**config.mk**
```make
export PLATFORM = sky130hd
export DESIGN_NAME = level_controller
export DESIGN_NICKNAME = d
export VERILOG_FILES = /design/src/rtl/level_controller.sv
export SDC_FILE = /design/constraint.sdc
export NUM_CORES = 1
export LEC_CHECK = 0
export CORE_UTILIZATION = 63
export CTS_BUF_LIST = sky130_fd_sc_hd__clkbuf_16
export CTS_CLUSTER_DIAMETER = 30
export DETAILED_ROUTE_END_ITERATION = 10
export GPL_TIMING_DRIVEN = 0
export PLACE_DENSITY = 0.84
export RECOVER_POWER = 25
export SYNTH_ARGS = -nofsm -noshare
export SYNTH_HDL_FRONTEND = slang
export SYNTH_SLANG_ARGS = --single-unit
```
**constraint.sdc**
```tcl
create_clock -name CLK -period 4.8 [get_ports CLK]
set_input_delay 0.96 -clock CLK [delete_from_list [all_inputs] [get_ports CLK]]
set_output_delay 0.96 -clock CLK [all_outputs]
set_load 0.1 [all_outputs]
```
**src/rtl/level_controller.sv**
```systemverilog
// Level sequencing FSM for a game: IDLE -> PLAY -> ADVANCE/OVER/WIN, with registered outputs.
// Optional macro LEVEL_BLINK_EN makes the level display blink during ADVANCE.
module level_controller #(
  parameter logic [4:0] MAX_LEVEL      = 5'd30,
  parameter int         BLINK_CYCLES   = 25_000_000,
  parameter int         ADVANCE_BLINKS = 3
) (
  input  logic       CLK,
  input  logic       RST,
  input  logic       start,
  input  logic       level_done,
  input  logic       fail,
  output logic [4:0] current_level,
  output logic       on,
  output logic       level_start,
  output logic       game_over,
  output logic       game_won
);

  localparam int ADV_TOTAL = 2 * BLINK_CYCLES * ADVANCE_BLINKS;
  localparam int CNT_W     = (ADV_TOTAL > 1) ? $clog2(ADV_TOTAL) : 1;
  localparam logic [CNT_W-1:0] LAST_CNT = CNT_W'(ADV_TOTAL - 1);

  typedef enum logic [2:0] {
    IDLE,
    PLAY,
    ADVANCE,
    OVER,
    WIN
  } state_t;

  state_t           state, state_d;
  logic [CNT_W-1:0] blink_cnt, blink_cnt_d;
  logic [4:0]       level_d;
  logic             on_d;
  logic             level_start_d;
  logic             game_over_d;
  logic             game_won_d;

`ifdef LEVEL_BLINK_EN
  localparam int HALF_W = (BLINK_CYCLES > 1) ? $clog2(BLINK_CYCLES) : 1;
  localparam logic [HALF_W-1:0] LAST_HALF = HALF_W'(BLINK_CYCLES - 1);
  logic [HALF_W-1:0] half_cnt, half_cnt_d;
`endif

  // State register; all outputs are registered alongside it so they change with the state.
  always_ff @(posedge CLK) begin
    // NOTE: sequential state uses non-blocking assignments so every flop samples pre-edge values.
    if (RST) begin
      state         <= IDLE;
      blink_cnt     <= '0;
      current_level <= 5'd1;
      on            <= 1'b0;
      level_start   <= 1'b0;
      game_over     <= 1'b0;
      game_won      <= 1'b0;
`ifdef LEVEL_BLINK_EN
      half_cnt      <= '0;
`endif
    end else begin
      state         <= state_d;
      blink_cnt     <= blink_cnt_d;
      current_level <= level_d;
      on            <= on_d;
      level_start   <= level_start_d;
      game_over     <= game_over_d;
      game_won      <= game_won_d;
`ifdef LEVEL_BLINK_EN
      half_cnt      <= half_cnt_d;
`endif
    end
  end

  // Next-state and level/blink-counter update.
  always_comb begin
    // NOTE: every combinational output gets a default first so no path infers a latch.
    state_d     = state;
    blink_cnt_d = blink_cnt;
    level_d     = current_level;
    case (state)
      IDLE: begin
        level_d = 5'd1;
        if (start) state_d = PLAY;
      end
      PLAY: begin
        if (fail) begin
          state_d = OVER;
        end else if (level_done) begin
          if (current_level >= MAX_LEVEL) begin
            state_d = WIN;
          end else begin
            state_d     = ADVANCE;
            blink_cnt_d = '0;
          end
        end
      end
      ADVANCE: begin
        if (blink_cnt == LAST_CNT) begin
          state_d     = PLAY;
          blink_cnt_d = '0;
          if (current_level < MAX_LEVEL) level_d = current_level + 5'd1;
        end else begin
          blink_cnt_d = blink_cnt + CNT_W'(1);
        end
      end
      OVER, WIN: begin
        if (start) begin
          state_d = PLAY;
          level_d = 5'd1;
        end
      end
      default: begin
        state_d = IDLE;
        level_d = 5'd1;
      end
    endcase
  end

  // Output values for the coming cycle, derived from the transition being taken.
  always_comb begin
    on_d          = (state_d != IDLE);
    level_start_d = (state_d == PLAY) && (state != PLAY);
    game_over_d   = (state_d == OVER);
    game_won_d    = (state_d == WIN);
`ifdef LEVEL_BLINK_EN
    half_cnt_d    = '0;
    if (state_d == ADVANCE) begin
      if (state != ADVANCE) begin
        on_d = 1'b0;
      end else if (half_cnt == LAST_HALF) begin
        on_d = ~on;
      end else begin
        on_d       = on;
        half_cnt_d = half_cnt + HALF_W'(1);
      end
    end
`endif
  end

endmodule

```
==> results.md <==
| Result | This run |
|:---|:---|
| Run status | finished with violations |
| Violations in the final reports | design-rule violations |
| PostCTS Resize Cnt | 0 |
| Number of buffers on the longest clock path | 2 |
| Worst stage delay on the critical path | 580 ps |
| Accumulated negative setup slack | 0 ps |
| Crit share post-route | 60.48% |
| Cells after DPL | 330 |
| Critical path type | input port to flop |
| Vias | 2085 |
| Most common library cell in the layout ignoring fill and taps | sky130_fd_sc_hd__dfxtp_1 |
| Path category of the worst min-delay check | flop to flop |
| Remaining global-route overflow | 0 |
| Post-route minimum period | 2903 ps |
| CP required | 4960 ps |
| Worst voltage drop across the vdd grid | 0.3117 mV |
| Fraction of layout cells with a size suffix above 1 | 5.822% |
| Clock Sink Count | 40 |
| Endpoints failing setup | 0 |
| Critical path peak fanout | 10 |
| Most frequent cells in the layout | sky130_fd_sc_hd__dfxtp_1, sky130_fd_sc_hd__nor2_1, sky130_fd_sc_hd__nand3_1 |
| Most heavily used metal layer in global routing | met2 |
| CP delay by family, top | buffers and inverters |
| Max-Slew Margin vs Limit | 35.26% |
| Die area | 0.003723 mm² |
| Endpoint type of the worst setup path | flop |
| Total clock buffers created by CTS | 5 |
| Slowest cell on the critical path | sky130_fd_sc_hd__dlygate4sd3_1 |
| Net Sw Frac | 24.11% |
| Combined area of all synthesized cells | 0.002195 mm² |
| Clock tree from TritonCTS | yes |
| Count of unresolved DRC violations after routing | 2 |
| Type of origin of the critical path | input port |
| Gp weighted congestion | 0.9088 |
| Wire length of the first global-routing pass | 8052 µm |
| Via count of the first global-routing pass | 1830 |
| Largest area contributor in the netlist | sky130_fd_sc_hd__dfxtp_1 |
| Global Route met3 Usage | 5.672% |
| Area of the multi-input gates | 0.001301 mm² |
| Post-route antenna net violation count | 0 |
| P&R area growth vs syn | 15.51% |
| Average instance area after synthesis | 8.068 µm² |
| Die boundary width | 61.02 µm |
| Fraction of synthesized cell area taken by the top area cell type | 36.49% |
| Number of enable-type register cells in the synthesized netlist | 0 |
| Global router's overall resource usage | 29.18% |
| Seq. cell area | 800.8 µm² |
| Number of antenna violations at the first check in global routing | 0 |
| Internal portion of total power | 0.0006047 W |
| Cells along the critical path | dlygate4sd3_1 -> nor2b_1 -> a31oi_1 -> nor2_1 -> a21o_1 -> clkbuf_1 -> buf_2 -> nor2_1 |
| Mapped Nets | 280 |
| Max Clk Rate | 0.3445 GHz |
| Clock-pin slew of the registers on the worst-case setup and hold paths | 60 ps |
| Static Leakage | 0.8309 nW |
| Net switching power of the design | 0.0001921 W |
| Least-Margin Pin Slew | 962.2 ps |
| Overall power consumption | 0.0007968 W |
| Worst reg-to-reg setup slack | 2020 ps |
| Clk root buf | sky130_fd_sc_hd__clkbuf_16 |
| Post-DP HPWL | 3486 µm |
| Worst setup margin | 1897 ps |
| Flip-flop cell with the highest count after synthesis | sky130_fd_sc_hd__dfxtp_1 |
| Overall die height | 61.02 µm |
| Sequential group share of total power | 42.6% |
| Share of synthesized flip-flops with an asynchronous set or reset | 0% |
| Number of cells on the worst reg-to-reg path | 9 |
| Unique masters post-synth | 49 |
| Worst slack after detailed placement | 1734 ps |
| Final standard cell count with taps included and fillers excluded | 338 |
| Routed via count divided by cell count | 6.169 |
| Wire length reported by the detailed router | 5042 µm |
| Arrival time at the worst endpoint | 3070 ps |
| Port buffer count | 12 |
| Max Cap Viol | 0 |
| Power Dens Cells | 314.3 mW/mm² |
| Effective utilization at floorplan | 65.77% |
| Cell count after synthesis | 272 |
| Crit path buf inv count | 3 |
| Worst-case hold path end point | blink_cnt[27] |
| DR pass1 iterations | 7 |
| Ant. Diodes | 0 |
| Clock insertion delay at the later pin of the skew report | 280 ps |
| R2R Path Start | blink_cnt[0] |
| Seq cells post-synth | 40 |
| Final max-slew violation count | 0 |
| Clock Power Share | 46.3% |
| WHS Path Cells | 2 |
| Largest net degree at the start of global routing | 13 |
| Hold_sp | blink_cnt[27] |
| Filler Cells Inserted | 269 |
| Cell occurring most often along the worst timing path | sky130_fd_sc_hd__nor2_1 |
| Number of hold-slack violations in the final timing report | 0 |
| # hold bufs at CTS | 0 |
| Fraction of met1 tracks used by global routing | 37.57% |
| CTS H-Tree Depth | 2 |
| Combinational power share | 11.0% |
| Final worst clock skew | 5.657 ps |
| Number of top-level pins | 14 |
| Synth area leaders | sky130_fd_sc_hd__dfxtp_1, sky130_fd_sc_hd__xnor2_1, sky130_fd_sc_hd__nor2_1, sky130_fd_sc_hd__nand3_1, sky130_fd_sc_hd__nand4_1 |
| GRT met2 Usage | 46.74% |
| Unrepaired setup endpoints after global routing | no |
| Destination of the worst register-to-register timing path | blink_cnt[10] |
| Drt first-iter violations | 135 |
| Routed wire length per instance | 14.92 µm |
| Final net count | 299 |
| Sequential-to-total area share from yosys stat | 36.49% |
| Core region area | 0.003337 mm² |
| Syn. warnings | 0 |
| Number of rows in the core area | 21 |
| Postcts setup bufs | 0 |
-- power by group through the flow --
stage | logic [W] | clock network, W | registers, W
2_1_floorplan | 0.0000478 | 0 | 0.000365
3_3_place_gp | 0.0000868 | 0 | 0.000347
6_report | 0.0000880 | 0.000369 | 0.000340
5_1_grt | 0.0000955 | 0.000385 | 0.000340
4_1_cts | 0.0000879 | 0.000371 | 0.000340
3_5_place_dp | 0.0000873 | 0 | 0.000347
-- metal layers --
| metal | share of wire, % | up-vias |
|---|---|---|
| met5 | 0 | - |
| met4 | 2.3 | 0 |
| met3 | 4.7 | 11 |
| met2 | 47 | 72 |
| met1 | 46 | 961 |
| li1 | - | 1041 |
-- synth_stat cells (3+ instances only) --
master	instances
sky130_fd_sc_hd__a211oi_1	3
sky130_fd_sc_hd__a21boi_0	3
sky130_fd_sc_hd__a21oi_1	12
sky130_fd_sc_hd__a31oi_1	3
sky130_fd_sc_hd__and2_1	4
sky130_fd_sc_hd__and3_1	3
sky130_fd_sc_hd__and4_1	6
sky130_fd_sc_hd__clkbuf_1	11
sky130_fd_sc_hd__dfxtp_1	40
sky130_fd_sc_hd__ha_1	3
sky130_fd_sc_hd__inv_1	10
sky130_fd_sc_hd__nand2_1	17
sky130_fd_sc_hd__nand3_1	18
sky130_fd_sc_hd__nand4_1	13
sky130_fd_sc_hd__nor2_1	30
sky130_fd_sc_hd__nor2b_1	6
sky130_fd_sc_hd__nor3_1	8
sky130_fd_sc_hd__nor3b_1	3
sky130_fd_sc_hd__nor4_1	11
sky130_fd_sc_hd__nor4b_1	5
sky130_fd_sc_hd__o21ai_0	8
sky130_fd_sc_hd__or4_1	3
sky130_fd_sc_hd__xnor2_1	16
-- sequential cells by signal, summed over array words and instances, names as in the netlist --
| signal | count |
|---|---|
| blink_cnt | 28 |
| current_level | 5 |
| state | 3 |
| game_over | 1 |
| game_won | 1 |
| level_start | 1 |
| on | 1 |
-- kinds of logic (layout without fill, tap and decap cells) --
family                     Yosys count  after routing  synth area share [%]
buffers and inverters               24             44                 4.219
and+or+nand+nor                    138            138                 35.23
DFF                                 40             40                 36.49
muxes                                2              2                0.9122
adders and majority gates            3              3                 1.711
xor gates and xnor gates            18             18                 7.184
AOI/OAI and AO/OA                   47             47                 14.25
-- metrics by stage --
| stage | instance area, µm² | utilization (%) | hold WS [ps] |
|---|---|---|---|
| 2_1_floorplan | 2195 | - | 445.5 |
| 3_3_place_gp | 2372 | 71.09 | 465.8 |
| 3_5_place_dp | 2372 | 71.09 | 473.6 |
| 4_1_cts | 2535 | 75.97 | 496.0 |
| 5_1_grt | 2535 | 75.97 | 528.3 |
| 6_report | 2535 | 75.97 | 494.3 |
-- worst max-delay path by stage --
stage,start,end,depth (start not counted)
2_1_floorplan,current_level[0],blink_cnt[10],9
3_3_place_gp,level_done,blink_cnt[19],8
3_5_place_dp,level_done,blink_cnt[15],8
4_1_cts,current_level[1],current_level[1],1
5_1_grt,fail,blink_cnt[10],8
6_report,fail,blink_cnt[10],8
-- worst register-to-register path, stage by stage, from the launching register on --
cell	delay, ps
sky130_fd_sc_hd__dfxtp_1	410
sky130_fd_sc_hd__ha_1	180
sky130_fd_sc_hd__clkbuf_1	310
sky130_fd_sc_hd__and4_1	330
sky130_fd_sc_hd__nand4_1	140
sky130_fd_sc_hd__o21ai_0	480
sky130_fd_sc_hd__a21o_1	180
sky130_fd_sc_hd__clkbuf_1	260
sky130_fd_sc_hd__buf_2	280
sky130_fd_sc_hd__nor2_1	100
-- area by class of cell --
cell class	count	share of cell area [%]
Multi-Input combinational cell	208	51.33
Sequential cell	40	31.59
Clock buffer	5	4.936
Timing Repair Buffer	12	4.738
Tap cell	46	2.270
Buffer	14	2.172
Clock inverter	3	1.481
Inverter	10	1.481
Power figures use the tool's default switching activity.
